**config.mk**
```make
export PLATFORM = sky130hd
export DESIGN_NAME = fma16_tv_writer
export DESIGN_NICKNAME = d
export VERILOG_FILES = /design/src/rtl/fma16_tv_pkg.sv /design/src/rtl/fma16_tv_fifo.sv /design/src/rtl/fma16_tv_writer.sv
export SDC_FILE = /design/constraint.sdc
export NUM_CORES = 1
export LEC_CHECK = 0
export BUFFER_PORTS_ARGS = -buffer_cell sky130_fd_sc_hd__buf_4
export CAP_MARGIN = 20
export CORE_UTILIZATION = 60
export CTS_CLUSTER_DIAMETER = 40
export DETAILED_ROUTE_END_ITERATION = 8
export PLACE_DENSITY = 0.77
export SLEW_MARGIN = 20
export SYNTH_ARGS = -nofsm -noshare
export SYNTH_HDL_FRONTEND = slang
export SYNTH_SLANG_ARGS = --single-unit
export TNS_END_PERCENT = 1
```
**constraint.sdc**
```tcl
create_clock -name clk -period 3.8 [get_ports clk]
set_clock_uncertainty 0.1 [all_clocks]
set_input_delay 0.38 -clock clk [delete_from_list [all_inputs] [get_ports clk]]
set_output_delay 0.38 -clock clk [all_outputs]
set_load 0.03 [all_outputs]
```
**src/rtl/fma16_tv_pkg.sv**
```systemverilog
// Shared types, constants and the byte-index to ASCII character mapping
// for the fma16 test-vector line writer.
package fma16_tv_pkg;

  // One captured fma16 operation (76 bits).
  typedef struct packed {
    logic [15:0] x;
    logic [15:0] y;
    logic [15:0] z;
    logic [7:0]  ctrl;
    logic [15:0] result;
    logic [3:0]  flags;
  } tv_rec_t;

  localparam int unsigned LINE_CHARS = 25;
  localparam logic [4:0]  LAST_IDX   = 5'(LINE_CHARS - 1);
  localparam logic [7:0]  ASCII_US   = 8'h5F;
  localparam logic [7:0]  ASCII_NL   = 8'h0A;

  typedef enum logic {
    StIdle,
    StEmit
  } tv_state_e;

  // Lowercase hex digit for one nibble.
  function automatic logic [7:0] hex_ascii(input logic [3:0] nib);
    if (nib < 4'd10) begin
      return 8'h30 + {4'h0, nib};
    end
    return 8'h57 + {4'h0, nib};
  endfunction

  // Character at position idx of the line for rec:
  // xxxx_yyyy_zzzz_cc_rrrr_f\n, MSB nibble first.
  function automatic logic [7:0] tv_char(input tv_rec_t rec, input logic [4:0] idx);
    logic [3:0] nib;
    logic       is_hex;
    logic [7:0] sep;
    nib    = 4'h0;
    is_hex = 1'b1;
    sep    = ASCII_US;
    case (idx)
      5'd0:  nib = rec.x[15:12];
      5'd1:  nib = rec.x[11:8];
      5'd2:  nib = rec.x[7:4];
      5'd3:  nib = rec.x[3:0];
      5'd5:  nib = rec.y[15:12];
      5'd6:  nib = rec.y[11:8];
      5'd7:  nib = rec.y[7:4];
      5'd8:  nib = rec.y[3:0];
      5'd10: nib = rec.z[15:12];
      5'd11: nib = rec.z[11:8];
      5'd12: nib = rec.z[7:4];
      5'd13: nib = rec.z[3:0];
      5'd15: nib = rec.ctrl[7:4];
      5'd16: nib = rec.ctrl[3:0];
      5'd18: nib = rec.result[15:12];
      5'd19: nib = rec.result[11:8];
      5'd20: nib = rec.result[7:4];
      5'd21: nib = rec.result[3:0];
      5'd23: nib = rec.flags;
      5'd4, 5'd9, 5'd14, 5'd17, 5'd22: is_hex = 1'b0;
      default: begin
        is_hex = 1'b0;
        sep    = ASCII_NL;
      end
    endcase
    return is_hex ? hex_ascii(nib) : sep;
  endfunction

endpackage

```
**src/rtl/fma16_tv_fifo.sv**
```systemverilog
// Synchronous FIFO of test-vector records. Exposes the head entry and the
// entry behind it so the writer can start the next line without a bubble.
module fma16_tv_fifo
  import fma16_tv_pkg::*;
#(
  parameter int unsigned DEPTH = 4
) (
  input  logic    clk,
  input  logic    reset,
  input  logic    push,
  input  tv_rec_t wdata,
  input  logic    pop,
  output tv_rec_t head,
  output tv_rec_t head_next,
  output logic    has_next,
  output logic    full,
  output logic    empty
);

  localparam int unsigned AW = $clog2(DEPTH);
  localparam int unsigned CW = AW + 1;

  tv_rec_t         mem_q [DEPTH];
  logic [AW-1:0]   wr_ptr_q, rd_ptr_q, rd_ptr_next;
  logic [CW-1:0]   count_q, count_d;
  logic            push_en, pop_en;

  assign full        = (count_q == CW'(DEPTH));
  assign empty       = (count_q == '0);
  assign has_next    = (count_q > CW'(1));
  assign push_en     = push && !full;
  assign pop_en      = pop && !empty;
  assign rd_ptr_next = rd_ptr_q + AW'(1);
  assign head        = mem_q[rd_ptr_q];
  assign head_next   = mem_q[rd_ptr_next];

  // Occupancy: simultaneous push and pop leaves the count unchanged.
  always_comb begin
    count_d = count_q;
    if (push_en && !pop_en) begin
      count_d = count_q + CW'(1);
    end else if (!push_en && pop_en) begin
      count_d = count_q - CW'(1);
    end
  end

  // Record storage; contents need no reset since empty gates all reads.
  always_ff @(posedge clk) begin
    if (push_en) begin
      mem_q[wr_ptr_q] <= wdata;
    end
  end

  // Pointer and count registers.
  always_ff @(posedge clk) begin
    if (!reset) begin
      wr_ptr_q <= '0;
      rd_ptr_q <= '0;
      count_q  <= '0;
    end else begin
      if (push_en) begin
        wr_ptr_q <= wr_ptr_q + AW'(1);
      end
      if (pop_en) begin
        rd_ptr_q <= rd_ptr_next;
      end
      count_q <= count_d;
    end
  end

endmodule

```
**src/rtl/fma16_tv_writer.sv**
```systemverilog
// Captures fma16 operand/result records and streams each one as a
// 25-character ASCII test-vector line over a valid/ready byte interface.
module fma16_tv_writer
  import fma16_tv_pkg::*;
#(
  parameter int unsigned DEPTH = 4
) (
  input  logic        clk,
  input  logic        reset,
  input  logic        in_valid,
  output logic        in_ready,
  input  logic [15:0] x,
  input  logic [15:0] y,
  input  logic [15:0] z,
  input  logic [7:0]  ctrl,
  input  logic [15:0] result,
  input  logic [3:0]  flags,
  output logic        out_valid,
  input  logic        out_ready,
  output logic [7:0]  out_data,
  output logic        busy,
  output logic [31:0] lines_written
);

  tv_rec_t   in_rec, head, head_next;
  logic      push, pop, full, empty, has_next, accept;

  tv_state_e state_q, state_d;
  logic [4:0]  idx_q, idx_d;
  logic        out_valid_q, out_valid_d;
  logic [7:0]  out_data_q, out_data_d;
  logic [31:0] lines_q, lines_d;

  assign in_rec = '{x: x, y: y, z: z, ctrl: ctrl, result: result, flags: flags};

  assign in_ready = !full;
  assign push     = in_valid && !full;
  assign accept   = out_valid_q && out_ready;

  fma16_tv_fifo #(
    .DEPTH(DEPTH)
  ) u_fifo (
    .clk      (clk),
    .reset    (reset),
    .push     (push),
    .wdata    (in_rec),
    .pop      (pop),
    .head     (head),
    .head_next(head_next),
    .has_next (has_next),
    .full     (full),
    .empty    (empty)
  );

  // Next-state: idx_q is the position of the byte currently on out_data.
  always_comb begin
    state_d     = state_q;
    idx_d       = idx_q;
    out_valid_d = out_valid_q;
    out_data_d  = out_data_q;
    lines_d     = lines_q;
    pop         = 1'b0;
    unique case (state_q)
      StIdle: begin
        if (!empty) begin
          state_d     = StEmit;
          idx_d       = '0;
          out_valid_d = 1'b1;
          out_data_d  = tv_char(head, 5'd0);
        end
      end
      StEmit: begin
        if (accept) begin
          if (idx_q == LAST_IDX) begin
            pop     = 1'b1;
            lines_d = lines_q + 32'd1;
            idx_d   = '0;
            // Load the following record straight away to avoid a bubble;
            // when the head is the only entry, a same-cycle push is bypassed.
            if (has_next) begin
              out_data_d = tv_char(head_next, 5'd0);
            end else if (push) begin
              out_data_d = tv_char(in_rec, 5'd0);
            end else begin
              state_d     = StIdle;
              out_valid_d = 1'b0;
            end
          end else begin
            idx_d      = idx_q + 5'd1;
            out_data_d = tv_char(head, idx_q + 5'd1);
          end
        end
      end
    endcase
  end

  // State and output registers with synchronous active-low reset.
  always_ff @(posedge clk) begin
    if (!reset) begin
      state_q     <= StIdle;
      idx_q       <= '0;
      out_valid_q <= 1'b0;
      out_data_q  <= 8'h00;
      lines_q     <= '0;
    end else begin
      state_q     <= state_d;
      idx_q       <= idx_d;
      out_valid_q <= out_valid_d;
      out_data_q  <= out_data_d;
      lines_q     <= lines_d;
    end
  end

  assign out_valid     = out_valid_q;
  assign out_data      = out_data_q;
  assign lines_written = lines_q;
  assign busy          = !empty || (state_q == StEmit);

endmodule

```
==> flow_summary.toml <==
[timing]
finalSetupTns_ns = 0
worst_pin_slew_ns = 1.09
drv_slew = 0
hold-worst-slack_ns = 0.0286
relSlewSlack_pct = 26.5
finalHoldViolations = 0
rsz0062_at_grt = "false"
setup_viol = 0
period_minus_slack_ns = 3.51
fmax_mhz = 285
period_share_pct = 92.5

[finish]
final_util_pct = 74.2
post-route-cell-area_um2 = 18700
multi_input_area_um2 = 4730
diodes = 0
nets = 1252
drive_gt1_share_pct = 23.9
fillers = 1536
fin_cells = 1513
final-seq-area_um2 = 10200
areaGrowthSynthToFinish_pct = 21.5

[synthesis]
synth_top_cell_by_area = "edfxtp_1"
post-synth-top-count-cell = "edfxtp_1"
synth-edff-count = 304
ys_seq_area_share_pct = 66.5
synth_top_area_share_pct = 59.4
synth_area_leaders = "edfxtp_1, mux4_2, dfxtp_1, mux4_1, ha_1"
synthCells = 928
synth_seq_cells = 359
avgSynthCellArea_um2 = 16.6
ys_types = 70
syn_nets = 1028
async_flop_share_pct = 0
synth_area_um2 = 15400
ys.flop_type = "edfxtp_1"
ys_top_cells_by_count = "edfxtp_1, dfxtp_1, mux4_2, nand2_1, and2_1"
ys.warnings.count = 0

[worst_setup_path]
worstPathArrival_ns = 3.81
worst_ep_required_time_ns = 4.09
cp_cell_sequence = "ha_1, or2b_2, o31ai_1, a22oi_1, o21bai_1, a2111oi_4, ha_1, and4b_1, o31ai_1, a31oi_1"
cpPeakStageDelay_ns = 0.88
critPathLaunchType = "flop"
critPathMaxFanout = 12
slowest_stage = "o31ai_1"
worstSetupPathType = "flop to flop"
endpoint_kind = "flop"
crit_buf_inv = 0
cp_top_family = "compound AO/OA/AOI/OAI gates"

[pwr]
p_int_mw = 7.05
seqPwrFrac_pct = 50.4
pwr_density_cell_nw_per_um2 = 489
net-switching-power_mw = 2.09
clockPowerShare_pct = 40.0
p_comb_share_pct = 9.6
p_sw_share_pct = 22.9
p_leak_nw = 6.42
ir_worst_vdd_mv = 0.560

[clock_network]
htreeDepth = 2
cts_buffers = 41
clock-root-buffer = "clkbuf_16"
cts_tree = "built"
clock-sinks = 359
clock_path_buffers = 3
path_clk_slew_ns = 0.06
clkLatencyLatePin_ns = 0.53

[floorplanning]
io_pins = 123
die_w_um = 162
rows = 58
core_area_um2 = 25200
die-height_um = 162
die_area_um2 = 26300
initial_utilization_pct = 61.1

[route]
drc = 0
vias = 9094
wl_per_cell_um = 21.7
met2_wirelength_mm = 16.4
drtIter0Drc = 922
wl_met1_mm = 13.4
drtAntennaViolNets = 0
wl_mm = 32.8
routed_via_density = 6.01
routed-wl-met3_mm = 2.03
top_layer = "met4"
firstDrtPassIters = 5

[grt]
grt_max_degree = 57
antenna_found_initial = 0
grt_use_total_pct = 25.5
overflow = 0
grt_pass1_vias = 9147
grt_pass1_wl_mm = 50.3

[place]
place_area_um2 = 16700
dp.cells = 1366
place.port_buffers = 121
gp_congestion = 0.911
place_hpwl_mm = 20.6

[hold_path]
hp-class = "input port to flop"

[run_status]
status = "complete, no violations"

[flow_run]
maxCapViolCount = 0
==> stage by stage <==
step                total power, mW  setup WS (ns)
finish                         9.14          0.287
global route                   9.43         0.0773
CTS                            9.17          0.274
detailed placement             5.50          0.271
global placement               5.47          0.389
floorplan                      5.16          0.431
==> power groups by stage <==
stage          logic [mW]  registers (mW)  clock network [mW]
4_1_cts             0.874            4.61                3.69
6_report            0.873            4.61                3.66
3_5_place_dp        0.808            4.69                   0
5_1_grt             0.949            4.63                3.85
3_3_place_gp        0.801            4.67                   0
2_1_floorplan       0.438            4.72                   0
==> worst paths after layout <==
path | startpoint | end | slack [ns] | cells past startpoint
worst min-delay path | x[13] | u_fifo.mem_q[3][73] | 0.03 | 1
worst min register to register | out_data[4] | out_data[4] | 0.39 | 2
worst max register to register | idx_q[0] | out_data[2] | 0.29 | 10
worst max-delay path | idx_q[0] | out_data[2] | 0.29 | 10
==> cell type report <==
type / count / area share (%)
Tap cell: 330 / 2.21
Clock buffer: 54 / 5.92
Sequential cell: 359 / 54.8
Inverter: 25 / 0.502
Multi-Input combinational cell: 504 / 25.3
Clock inverter: 20 / 0.884
Timing Repair Buffer: 221 / 10.4
==> cell usage in the layout (no fill, tap or decap), types with 5 or more instances in the layout <==
cell	synthesis	final
o221ai_1	5	5
nand3_1	18	18
nor2b_1	11	11
nor3_1	9	9
o21ai_0	29	29
a22oi_1	21	21
dlygate4sd3_1	0	73
buf_4	2	140
or3_1	9	9
a22o_1	9	9
a31oi_1	7	7
and3_1	14	10
mux4_2	51	51
ha_1	20	20
clkinv_2	0	5
mux2i_1	20	18
xor2_1	13	13
clkbuf_16	0	42
o22ai_1	15	15
a211oi_1	6	6
a21oi_1	24	24
nand2_1	50	50
edfxtp_1	304	304
inv_1	25	25
nand4_1	6	6
xnor2_1	23	23
a21boi_0	11	11
buf_12	4	8
and2_1	31	31
nand2b_1	7	7
nor2_1	24	24
mux4_1	23	23
clkbuf_1	16	11
dfxtp_1	55	53
==> layer usage <==
metal	GRT usage (%)	vias to the layer above
li1	-	4159
met1	34.0	4514
met2	42.7	354
met3	4.11	67
met4	9.01	0
met5	0	-
==> worst register-to-register path, stage by stage (launching register included) <==
cell       delay [ns]
dfxtp_1          0.41
ha_1             0.27
or2b_2           0.32
o31ai_1          0.88
a22oi_1          0.18
o21bai_1         0.28
a2111oi_4        0.12
ha_1             0.28
and4b_1          0.21
o31ai_1          0.22
a31oi_1          0.11
==> kinds of logic after synthesis <==
group | after synthesis | synth area share, %
flops | 359 | 66.5
simple gates | 195 | 6.96
compound gates | 158 | 7.22
mux | 94 | 12.7
buf+inv | 65 | 2.89
xor+xnor | 36 | 2.05
fa+ha+maj | 20 | 1.63
other cells | 1 | 0.0244
==> registers in the layout (all words and copies together) (netlist names), named ones only <==
| signal | count |
|---|---|
| idx_q | 5 |
| lines_written | 32 |
| u_fifo.wr_ptr_q | 2 |
| u_fifo.mem_q | 304 |
| u_fifo.count_q | 3 |
| out_data | 7 |
| out_valid | 1 |
| state_q | 1 |
| u_fifo.rd_ptr_q | 2 |
==> what timing repair did <==
action                     in CTS  in global routing
resized for setup               0                  2
hold buffers                   73                  0
hold endpoints to repair      292                  0
setup buffers                   0                  0
setup endpoints to repair       0                  1
Power figures use the tool's default switching activity.
